## config.mk

```make
export PLATFORM = sky130hd
export DESIGN_NAME = mem_port_arbiter
export DESIGN_NICKNAME = d
export VERILOG_FILES = /design/src/rtl/risc_v_mem_pkg.sv /design/src/rtl/mem_arb_select.sv /design/src/rtl/mem_port_arbiter.sv
export SDC_FILE = /design/constraint.sdc
export NUM_CORES = 1
export LEC_CHECK = 0
export CAP_MARGIN = 20
export CELL_PAD_IN_SITES_DETAIL_PLACEMENT = 0
export CELL_PAD_IN_SITES_GLOBAL_PLACEMENT = 1
export CORE_MARGIN = 1
export CORE_UTILIZATION = 14
export DETAILED_ROUTE_END_ITERATION = 8
export GPL_TIMING_DRIVEN = 0
export PLACE_DENSITY = 0.84
export SYNTH_ARGS = -nofsm -noshare
export SYNTH_HDL_FRONTEND = slang
export SYNTH_SLANG_ARGS = --single-unit
export TNS_END_PERCENT = 50
```

## constraint.sdc

```tcl
create_clock -name clk -period 1.9 [get_ports clk]
set_clock_uncertainty 0.05 [all_clocks]
set_input_delay 0.285 -clock clk [delete_from_list [all_inputs] [get_ports clk]]
set_output_delay 0.285 -clock clk [all_outputs]
set_load 0.02 [all_outputs]
```

## src/rtl/risc_v_mem_pkg.sv

```systemverilog
// Shared types for the unified-memory port arbiter.
// Holds FSM state/owner enums, data width and write-enable constants.
package risc_v_mem_pkg;

  localparam int WORD_LENGTH = 32;
  localparam logic [2:0] MEM_WE_NONE = 3'b000;

  typedef enum logic {
    IDLE,
    WAIT
  } arb_state_t;

  typedef enum logic [1:0] {
    NONE,
    IF,
    D
  } arb_owner_t;

endpackage

```

## src/rtl/mem_arb_select.sv

```systemverilog
// Priority pick between fetch and data with a fetch starvation guard.
// Ports: clk, rst (async low), if_req, d_req, grant_ok -> if_win, d_win.
module mem_arb_select
  import risc_v_mem_pkg::*;
#(
  parameter int STARVE_LIMIT = 4
) (
  input  logic clk,
  input  logic rst,
  input  logic if_req,
  input  logic d_req,
  input  logic grant_ok,
  output logic if_win,
  output logic d_win
);

  localparam int SW =
    (STARVE_LIMIT < 1) ? 1 : $clog2(STARVE_LIMIT + 1);
  localparam logic [SW-1:0] LIMIT = SW'(STARVE_LIMIT);

  logic [SW-1:0] starve_cnt;
  logic          starved;

  assign starved = (starve_cnt == LIMIT);

  // Data wins ties until fetch has waited through LIMIT data grants.
  always_comb begin
    if_win = grant_ok & if_req & (~d_req | starved);
    d_win  = grant_ok & d_req & ~(if_req & starved);
  end

  always_ff @(posedge clk or negedge rst) begin
    if (!rst) begin
      starve_cnt <= '0;
    end else if (!if_req || if_win) begin
      starve_cnt <= '0;
    end else if (d_win && !starved) begin
      starve_cnt <= starve_cnt + 1'b1;
    end
  end

endmodule

```

## src/rtl/mem_port_arbiter.sv

```systemverilog
// Shares one synchronous memory port between fetch and load/store.
// Ports: if_* fetch side, d_* data side, mem_* memory side, clk/rst.
module mem_port_arbiter #(
  parameter int WORD_LENGTH  = risc_v_mem_pkg::WORD_LENGTH,
  parameter int MEM_LATENCY  = 1,
  parameter int STARVE_LIMIT = 4
) (
  input  logic                   clk,
  input  logic                   rst,
  input  logic                   if_req,
  input  logic [WORD_LENGTH-1:0] if_addr,
  output logic                   if_gnt,
  output logic                   if_rvalid,
  output logic [WORD_LENGTH-1:0] if_rdata,
  input  logic                   d_req,
  input  logic [WORD_LENGTH-1:0] d_addr,
  input  logic [WORD_LENGTH-1:0] d_wdata,
  input  logic [2:0]             d_we,
  output logic                   d_gnt,
  output logic                   d_rvalid,
  output logic [WORD_LENGTH-1:0] d_rdata,
  output logic [WORD_LENGTH-1:0] mem_address,
  output logic [WORD_LENGTH-1:0] mem_write_data,
  output logic [2:0]             mem_write_enable,
  output logic                   mem_read_enable,
  input  logic [WORD_LENGTH-1:0] mem_data_out
);

  import risc_v_mem_pkg::*;

  localparam logic [2:0] LAT = 3'(MEM_LATENCY);

  arb_state_t state;
  arb_owner_t owner;
  logic [2:0] lat_cnt;
  logic       resp;
  logic       grant_ok;
  logic       if_win;
  logic       d_win;

  // Response cycle doubles as a grant slot for back-to-back issue.
  assign resp     = (state == WAIT) && (lat_cnt == 3'd1);
  assign grant_ok = rst && ((state == IDLE) || resp);

  mem_arb_select #(
    .STARVE_LIMIT(STARVE_LIMIT)
  ) u_select (
    .clk     (clk),
    .rst     (rst),
    .if_req  (if_req),
    .d_req   (d_req),
    .grant_ok(grant_ok),
    .if_win  (if_win),
    .d_win   (d_win)
  );

  assign if_gnt    = if_win;
  assign d_gnt     = d_win;
  assign if_rvalid = resp && (owner == IF);
  assign d_rvalid  = resp && (owner == D);
  assign if_rdata  = mem_data_out;
  assign d_rdata   = mem_data_out;

  always_comb begin
    mem_address      = '0;
    mem_write_data   = '0;
    mem_write_enable = MEM_WE_NONE;
    mem_read_enable  = 1'b0;
    unique case (1'b1)
      if_win: begin
        mem_address     = if_addr;
        mem_read_enable = 1'b1;
      end
      d_win: begin
        mem_address      = d_addr;
        mem_write_data   = d_wdata;
        mem_write_enable = d_we;
        mem_read_enable  = (d_we == MEM_WE_NONE);
      end
      default: ;
    endcase
  end

  always_ff @(posedge clk or negedge rst) begin
    if (!rst) begin
      state   <= IDLE;
      owner   <= NONE;
      lat_cnt <= '0;
    end else if (if_win || d_win) begin
      state   <= WAIT;
      owner   <= if_win ? IF : D;
      lat_cnt <= LAT;
    end else if (state == WAIT) begin
      if (lat_cnt == 3'd1) begin
        state   <= IDLE;
        owner   <= NONE;
        lat_cnt <= '0;
      end else begin
        lat_cnt <= lat_cnt - 3'd1;
      end
    end
  end

endmodule

```

== After elaboration in Yosys (flattened, before gate mapping) ==
Index checks and enable logic that the tools add are counted.

* Add/sub/neg operators: 2
* Eq/ne operators: 4
* Mux-type cells: 16
* Bitwise operators: 9
* Reductions and logical operators: 15

{| class="wikitable"
|+ Operators with widths
! operator !! count
|-
| $pmux 32 s2 || 1
|-
| $mux 32 || 1
|-
| $mux 3 || 6
|-
| $mux 2 || 4
|-
| $reduce_bool 2->1 || 3
|-
| $and 1x1->1 || 5
|-
| $logic_and 1x1->1 || 5
|-
| $add 3x1->3 const B || 1
|-
| $eq 3x1->1 const B || 1
|-
| $eq 3x3->1 const B || 1
|-
| $logic_not 3->1 || 1
|-
| $logic_or 1x1->1 || 3
|-
| $mux 1 || 3
|-
| $not 1->1 || 3
|-
| $sub 3x1->3 const B || 1
|-
| $eq 2x1->1 const B || 1
|-
| $eq 2x2->1 const B || 1
|-
| $logic_not 1->1 || 2
|-
| $pmux 1 s2 || 1
|-
| $reduce_and 2->1 || 1
|-
| $or 1x1->1 || 1
|}

* Register bits: 9
* Bits of input ports: 135
* Output and inout bits: 136
* Word-level logic and storage cells: 50

== Longest topological paths before layout ==
Gate-level depths: netlist of run 1.

* Word-level depth: 9
* Gate-level depth with buffers: 7
* Mapped depth without buffers: 6

== Hierarchy ==
A second synthesis of run 1 with hierarchy kept.

* Cells, all modules: 198
* Area total of the unflattened synthesis: 1579.0 µm²

{| class="wikitable"
|+ Modules (own cells, without submodules)
! module !! instances !! cells an instance !! area an instance (µm²) !! sequential area each (µm²)
|-
| mem_port_arbiter || 1 || 175 || 1377.6 || 150.1
|-
| mem_arb_select || 1 || 23 || 201.4 || 75.1
|}

== Least setup slack after synthesis of run 1 ==
No wires, ideal clock.

* Path type: register -> output
* Start: register u_select.starve_cnt[0]
* End: output port mem_address[13]
* Arrival: 1.526 ns
* Slack: 0.039 ns
* Cell stages (with the launch flop): 8
* Path buffers: 1
* Cell sequence: dfrtp_1 > inv_1 > ha_1 > nand2_2 > a21boi_4 > buf_8 > a22oi_1 > nor2_1

* Word-level cells in the longest chain between the ends: 5
* Elaborated cells on any way between the ends: 7
* Those cells by class: 1 x eq/ne; 1 x mux; 5 x bitwise

{| class="wikitable"
|+ RTL lines
! what !! RTL line !! source
|-
| start, declared || mem_arb_select.sv:21 || <nowiki>logic [SW-1:0] starve_cnt;</nowiki>
|-
| start signal, assigned || mem_arb_select.sv:38 || <nowiki>starve_cnt <= starve_cnt + 1'b1;</nowiki>
|-
| $eq 3x3->1 * || mem_arb_select.sv:24 || <nowiki>assign starved = (starve_cnt == LIMIT);</nowiki>
|-
| $and 1x1->1 || mem_arb_select.sv:29 || <nowiki>d_win = grant_ok & d_req & ~(if_req & starved);</nowiki>
|-
| $not 1->1 || mem_arb_select.sv:29 ||
|-
| $and 1x1->1 || mem_arb_select.sv:29 ||
|-
| $pmux 32 s2 * || mem_port_arbiter.sv:69 || <nowiki>unique case (1'b1)</nowiki>
|-
| end, declared || mem_port_arbiter.sv:22 || <nowiki>output logic [WORD_LENGTH-1:0] mem_address,</nowiki>
|}

Every way passes the cells marked *; elsewhere a longest branch is shown, timed or not.

== Final worst setup path of run 1 ==
* Start: register lat_cnt[1]
* End: output port mem_write_data[20]

* Word-level cells in the longest chain between the ends: 7

{| class="wikitable"
|+ RTL lines
! what !! RTL line !! source
|-
| start, declared || mem_port_arbiter.sv:35 || <nowiki>logic [2:0] lat_cnt;</nowiki>
|-
| start signal, assigned || mem_port_arbiter.sv:99 || <nowiki>lat_cnt <= lat_cnt - 3'd1;</nowiki>
|-
| $eq 3x1->1 || mem_port_arbiter.sv:42 || <nowiki>assign resp = (state == WAIT) && (lat_cnt == 3'd1);</nowiki>
|-
| $logic_and 1x1->1 || mem_port_arbiter.sv:42 ||
|-
| $logic_or 1x1->1 || mem_port_arbiter.sv:43 || <nowiki>assign grant_ok = rst && ((state == IDLE) || resp);</nowiki>
|-
| $logic_and 1x1->1 || mem_port_arbiter.sv:43 ||
|-
| $and 1x1->1 (2 in series) || mem_arb_select.sv:29 ||
|-
| $mux 32 || mem_port_arbiter.sv:69 ||
|-
| end, declared || mem_port_arbiter.sv:23 || <nowiki>output logic [WORD_LENGTH-1:0] mem_write_data,</nowiki>
|}

No other way between the ends.

==> results.ini, run 1 <==
[power_and_ir_drop]
swShare = 0.398
seq_power_share = 0.101
internal-power_mw = 1.97
power_density_nw_per_um2 = 637
vdd.ir_drop.worst_mv = 0.270
p_leak_nw = 2.29
pwr-share-comb = 0.787
clkPwrFrac = 0.111
netSwitchingPower_mw = 1.30

[status]
violations = negative setup slack
status = finished, violations left

[worst_hold_path]
hp-class = in2async

[route]
num_vias = 2671
wl_mm = 9.71
dr.pass1.iters = 4
ant_nets = 0
wl_per_cell_um = 14.2
drc = 0
first_iter_violations = 89
viasPerCell = 3.90

[setup_path]
crit_fanout = 6
crit_end = mem_write_data[20]
reg2reg_from = lat_cnt[1]$_DFFE_PN0P_
startpoint_type = flip-flop
reg2reg_to = lat_cnt[2]$_DFFE_PN0P_
critPathLaunch = lat_cnt[1]$_DFFE_PN0P_
required_ns = 1.56
r2r_setup_slack_ns = 0.15
reg2reg_depth = 8
cp.arrival_ns = 1.77
worstSetupPathType = reg2out
critPathCaptureType = output pin

[floorplan]
num_rows = 41
die_area_um2 = 13300
die_y_um = 115
initial_core_util = 0.143
core_um2 = 12600
io_pins = 271
die_x_um = 115

[synth]
ys_types = 38
ys_ff_latch = 9
synthesis.nets = 378
synth_seq_area_share = 0.125
syn_area_per_cell_um2 = 7.54
ys_warn_count = 0
netlist_area_um2 = 1800
synthesis.instances = 239

[timing]
slew_headroom = 0.638
grt_setup_unrepaired = true
worst_pin_slew_ns = 0.543
layout_setup_ws_ns = -0.200
drv_slew = 0
finalSetupViolCount = 72
post-route-period-util = 1.11
fmax_ghz = 0.476
timing.final.hold_violations = 0
min_period_ns = 2.10

[cells_and_area]
diodes = 0
syn_to_final_growth_pct = 185
final_area_um2 = 5140
fin_cells = 684
drive_gt1_frac = 0.498
fin_util = 0.409
nNetsFinal = 652

[placed_design]
place_hpwl_mm = 7.38
gp_congestion = 0.857
dpl_cell_area_um2 = 4390
port_buffers = 237
dp_cells = 648

[global_routing]
track_usage = 0.129
grt_first_pass_wirelength_mm = 13.4
grt_antenna_before_repair = 0
grt_max_degree = 12
grt_pass1_vias = 2606
grt-ovfl-total = 0

[cts]
hold_buffers = 0
clkSinkCount = 9
cts.reportedPaths.clkPinSlew_ns = 0.04
cts_root_buf = clkbuf_16
insertion_delay_ns = 0.23
cts_tree = built
cts-htree-levels = 1
clockBufferDepth = 2
cts_buffers = 3

[flow_run]
cap_violations = 0

routing by layer:
layer,share of wire,track usage
met1,0.37,0.140
met2,0.54,0.261
met5,0,0
met4,0.0072,0.0225
met3,0.078,0.0199
cells by family after synthesis:
kind of cell | synth area share
AOI/OAI and AO/OA | 0.211
adders and majority gates | 0.0278
buffers and inverters | 0.359
xor gates and xnor gates | 0.00486
DFF | 0.125
muxes | 0.00555
and+or+nand+nor | 0.266
timing repair:
action,4_1_cts,5_1_grt
pin swaps,18,13
endpoints found under the setup margin,72,72
gates cloned,4,1
setup buffers,27,3
resized for setup,463,42
layout make-up:
type,instances,area [um^2]
well taps,172,215
fillers,1242,7420
plain buffers,80,693
multi-input cells,141,1180
flip-flops and latches,9,225
repair buffers,271,2720
clock buffers,4,78.8
inverters,7,26.3
worst max-delay path: stages, from the launching register on:
cell	delay (ns)
dfrtp_1	0.37
inv_2	0.08
ha_4	0.12
nor2b_4	0.20
o21a_4	0.18
buf_8	0.14
clkbuf_8	0.15
and3_4	0.19
buf_6	0.11
through the flow:
step	setup slack [ns]	power (mW)	hold slack, ns	setup TNS, ns
after floorplan	0.0385	1.36	-0.0606	0
after global placement	-0.964	2.24	0.452	-61.08
after detailed placement	-0.966	2.28	0.472	-61.51
after CTS	-0.218	3.12	0.102	-11.22
after global routing	-0.263	3.46	0.139	-14.41
final	-0.200	3.28	0.0936	-9.14
state kept, by name, summed over array words and instances, names as in the netlist:
| name | count |
|---|---|
| lat_cnt | 3 |
| state | 1 |
| owner | 2 |
| u_select.starve_cnt | 3 |
synthesized netlist by cell type (all sizes together):
cell / number / area [um^2]
nor3b: 2 / 15.0
o211ai: 2 / 15.0
a21boi: 1 / 18.8
a21oi: 1 / 5.00
dfrtp: 9 / 225
nand2: 8 / 35.0
nor2: 33 / 134
xnor2: 1 / 8.76
a22oi: 32 / 270
ha: 4 / 50.1
a31oi: 1 / 21.3
nand2b: 1 / 6.26
nand3b: 1 / 7.51
and3: 36 / 225
buf: 76 / 597
and2: 2 / 15.0
nor3: 1 / 5.00
clkbuf: 6 / 25.0
mux2i: 1 / 10.0
nand3: 3 / 15.0
o21ai: 6 / 33.8
o21a: 1 / 7.51
nor2b: 1 / 8.76
a31o: 1 / 8.76
or3: 2 / 13.8
inv: 7 / 26.3
layout by cell type (no fill, tap or decap), types with 3 or more instances in the layout:
cell type | Yosys | routed
and3_1 | 36 | 8
buf_4 | 65 | 113
clkdlybuf4s50_1 | 0 | 163
inv_2 | 1 | 5
nor2_1 | 29 | 29
nand3_1 | 3 | 3
nand2_1 | 6 | 5
a22oi_1 | 26 | 18
clkbuf_16 | 0 | 4
o21ai_0 | 4 | 4
buf_8 | 1 | 10
clkbuf_8 | 0 | 5
nor2_2 | 4 | 4
dfrtp_1 | 9 | 9
buf_6 | 7 | 54
a22oi_2 | 6 | 14
and3_4 | 0 | 28
worst min path at each step:
| stage | to | slack [ns] | cells after the start | from |
|---|---|---|---|---|
| global route | lat_cnt[0]$_DFFE_PN0P_ | 0.14 | 1 | rst |
| CTS | u_select.starve_cnt[1]$_DFFE_PN0P_ | 0.10 | 1 | rst |
| floorplan | lat_cnt[0]$_DFFE_PN0P_ | -0.06 | 0 | rst |
| global placement | owner[1]$_DFFE_PN0P_ | 0.45 | 1 | owner[1]$_DFFE_PN0P_ |
| detailed placement | owner[1]$_DFFE_PN0P_ | 0.47 | 1 | owner[1]$_DFFE_PN0P_ |
| finish | u_select.starve_cnt[0]$_DFFE_PN0P_ | 0.09 | 1 | rst |
power groups by stage:
stage	Clock, mW	Combinational (mW)	Sequential (mW)
6_report	0.365	2.58	0.332
5_1_grt	0.384	2.74	0.338
4_1_cts	0.373	2.43	0.324
3_5_place_dp	0	1.97	0.315
3_3_place_gp	0	1.94	0.306
2_1_floorplan	0	1.06	0.300
No activity file was read; power rests on OpenSTA's default activity.
==> run 2: changes to the inputs <==
--- a/config.mk
+++ b/config.mk
@@ -12,7 +12,7 @@
 export CORE_UTILIZATION = 14
 export DETAILED_ROUTE_END_ITERATION = 8
 export GPL_TIMING_DRIVEN = 0
-export PLACE_DENSITY = 0.84
+export PLACE_DENSITY_LB_ADDON = 0.1
 export SYNTH_ARGS = -nofsm -noshare
 export SYNTH_HDL_FRONTEND = slang
 export SYNTH_SLANG_ARGS = --single-unit
==> results.ini, run 2 (synthesized netlist as in run 1, its figures left out) <==
[timing]
post-route-period-util = 1.10  ; -0.0101
finalSetupViolCount = 72  ; unchanged
min_period_ns = 2.08  ; -0.0191 ns
layout_setup_ws_ns = -0.181  ; +0.0191 ns
timing.final.hold_violations = 0  ; unchanged
setup_tns_ns = -8.26  ; +0.882 ns
drv_slew = 0  ; unchanged
worst_pin_slew_ns = 0.595  ; +0.0521 ns
fmax_ghz = 0.480  ; +0.92%
grt_setup_unrepaired = true
slew_headroom = 0.603  ; -0.0347

[global_routing]
grt_pass1_vias = 2511  ; -3.6%
grt_first_pass_wirelength_mm = 13.8  ; +3.1%
track_usage = 0.134  ; +0.00510
grt-ovfl-total = 0  ; unchanged
grt_max_degree = 12  ; unchanged
grt_antenna_before_repair = 0  ; unchanged

[floorplan]
initial_core_util = 0.143  ; unchanged
die_x_um = 115  ; unchanged
die_area_um2 = 13300  ; unchanged
die_y_um = 115  ; unchanged
num_rows = 41  ; unchanged
core_um2 = 12600  ; unchanged
io_pins = 271  ; unchanged

[cts]
cts.reportedPaths.clkPinSlew_ns = 0.04  ; about the same
insertion_delay_ns = 0.23  ; about the same
cts_tree = built
cts_root_buf = clkbuf_16
clkSinkCount = 9  ; unchanged
cts-htree-levels = 1  ; unchanged
clockBufferDepth = 2  ; unchanged
cts_buffers = 3  ; unchanged

[setup_path]
required_ns = 1.56  ; about the same
path_delay_family = buffers and inverters
slowest_stage = dfrtp_1
reg2reg_depth = 8  ; unchanged
cp.arrival_ns = 1.75  ; -0.02 ns
worstSetupPathType = reg2out
path_depth = 9  ; +1
startpoint_type = flip-flop
crit_fanout = 6  ; unchanged
r2r_setup_slack_ns = 0.21  ; +0.06 ns
path_buf_inv = 5  ; +1
reg2reg_to = u_select.starve_cnt[2]$_DFFE_PN0P_
crit_chain = inv_2, ha_4, a31oi_4, buf_6, buf_8, clkbuf_16, a22oi_2, nor2_1, buf_4
cpPeakStageDelay_ns = 0.39  ; +0.02 ns
reg2reg_from = u_select.starve_cnt[1]$_DFFE_PN0P_
critPathCaptureType = output pin

[power_and_ir_drop]
p_total_mw = 3.16  ; -3.7%
p_leak_nw = 2.25  ; -1.6%
power_density_nw_per_um2 = 623  ; -2.2%
vdd.ir_drop.worst_mv = 0.311  ; +15%

[route]
viasPerCell = 3.92  ; +0.40%
first_iter_violations = 61  ; -31%
wl_per_cell_um = 14.7  ; +3.7%
dr.pass1.iters = 4  ; unchanged
drc = 0  ; unchanged
ant_nets = 0  ; unchanged
num_vias = 2662  ; -0.34%
wl_mm = 10.0  ; +3.0%

[flow_run]
cap_violations = 0  ; unchanged

[placed_design]
port_buffers = 237  ; unchanged
gp_congestion = 0.720  ; -16%
place_hpwl_mm = 7.79  ; +5.5%

[status]
violations = negative setup slack
status = finished, violations left

[worst_hold_path]
hp-class = in2async

[cells_and_area]
layout_common_cells = clkdlybuf4s50_1, buf_4, buf_6
diodes = 0  ; unchanged
drive_gt1_frac = 0.493  ; -0.00495
reg_top3 = lat_cnt (3), u_select.starve_cnt (3), owner (2)
nNetsFinal = 647  ; -0.77%
layout_commonest_cell = clkdlybuf4s50_1
syn_to_final_growth_pct = 181
num-fill-cells = 1291  ; +3.9%

==> run 2: cell count changes in the layout (fill, tap and decap cells not counted), moves of 3 or more <==
cell	before	now
and3_1	8	15
buf_4	113	116
and3_4	28	21
a22oi_2	14	23
buf_6	54	45
a22oi_1	18	9
clkbuf_8	5	1
==> run 2: timing repair <==
| item | CTS | global route |
|---|---|---|
| endpoints found under the setup margin | 72 | 72 |
| cloned | 6 | 1 |
| pin swaps | 13 | 33 |
| resized for setup | 440 | 59 |
| hold buffers | 0 | 0 |
| hold endpoints to repair | 0 | 0 |
| setup buffers | 15 | 5 |
==> run 2: worst max path at each step <==
| stage | from | end | slack (ns) |
|---|---|---|---|
| 2_1_floorplan | u_select.starve_cnt[0]$_DFFE_PN0P_ | mem_address[13] | 0.04 |
| 3_3_place_gp | rst | mem_write_data[17] | -0.98 |
| 3_5_place_dp | rst | mem_write_data[10] | -1.01 |
| 4_1_cts | lat_cnt[1]$_DFFE_PN0P_ | mem_write_data[17] | -0.21 |
| 5_1_grt | u_select.starve_cnt[0]$_DFFE_PN0P_ | mem_address[25] | -0.26 |
| 6_report | u_select.starve_cnt[1]$_DFFE_PN0P_ | mem_address[24] | -0.18 |
==> run 2: through the flow <==
step           setup slack, ns  hold slack [ns]  utilization  instance area (um^2)  std cells
2_1_floorplan           0.0385          -0.0606            -                  1800        239
3_3_place_gp            -0.985            0.453        0.349                  4390        648
3_5_place_dp             -1.01            0.460        0.349                  4390        648
4_1_cts                 -0.205            0.117        0.383                  4810        673
5_1_grt                 -0.264            0.122        0.403                  5060        679
6_report                -0.181           0.0859        0.403                  5060        679
==> run 2: final cells by class <==
class,instances,area [um^2],share of cell area
inverter,7,26.3,0.00519
multi-input combinational,141,1180,0.233
timing repair buffer,264,2620,0.517
sequential,9,225,0.0445
clock buffer,4,78.8,0.0156
tap,172,215,0.0425
buffer,82,723,0.143
==> run 2: power breakdown <==
part	internal (mW)	leakage, nW	switching (mW)	total (mW)
Sequential	0.260	0.115	0.0585	0.319
Combinational	1.35	2.10	1.12	2.47
Clock	0.280	0.0382	0.0909	0.371
==> run 2: worst register-to-register path: stages (launching register included) <==
cell	delay [ns]
dfrtp_1	0.36
inv_2	0.05
ha_4	0.17
nand2_4	0.06
a21boi_4	0.06
buf_12	0.15
buf_4	0.14
or3_2	0.44
o211ai_1	0.10
==> run 2: layer usage <==
layer | up-vias | track usage | routed length [um]
li1 | 1302 | - | -
met1 | 1221 | 0.138 | 3550
met2 | 139 | 0.274 | 5420
met3 | 0 | 0.0392 | 1020
met4 | 0 | 0.00779 | 0
met5 | - | 0 | 0
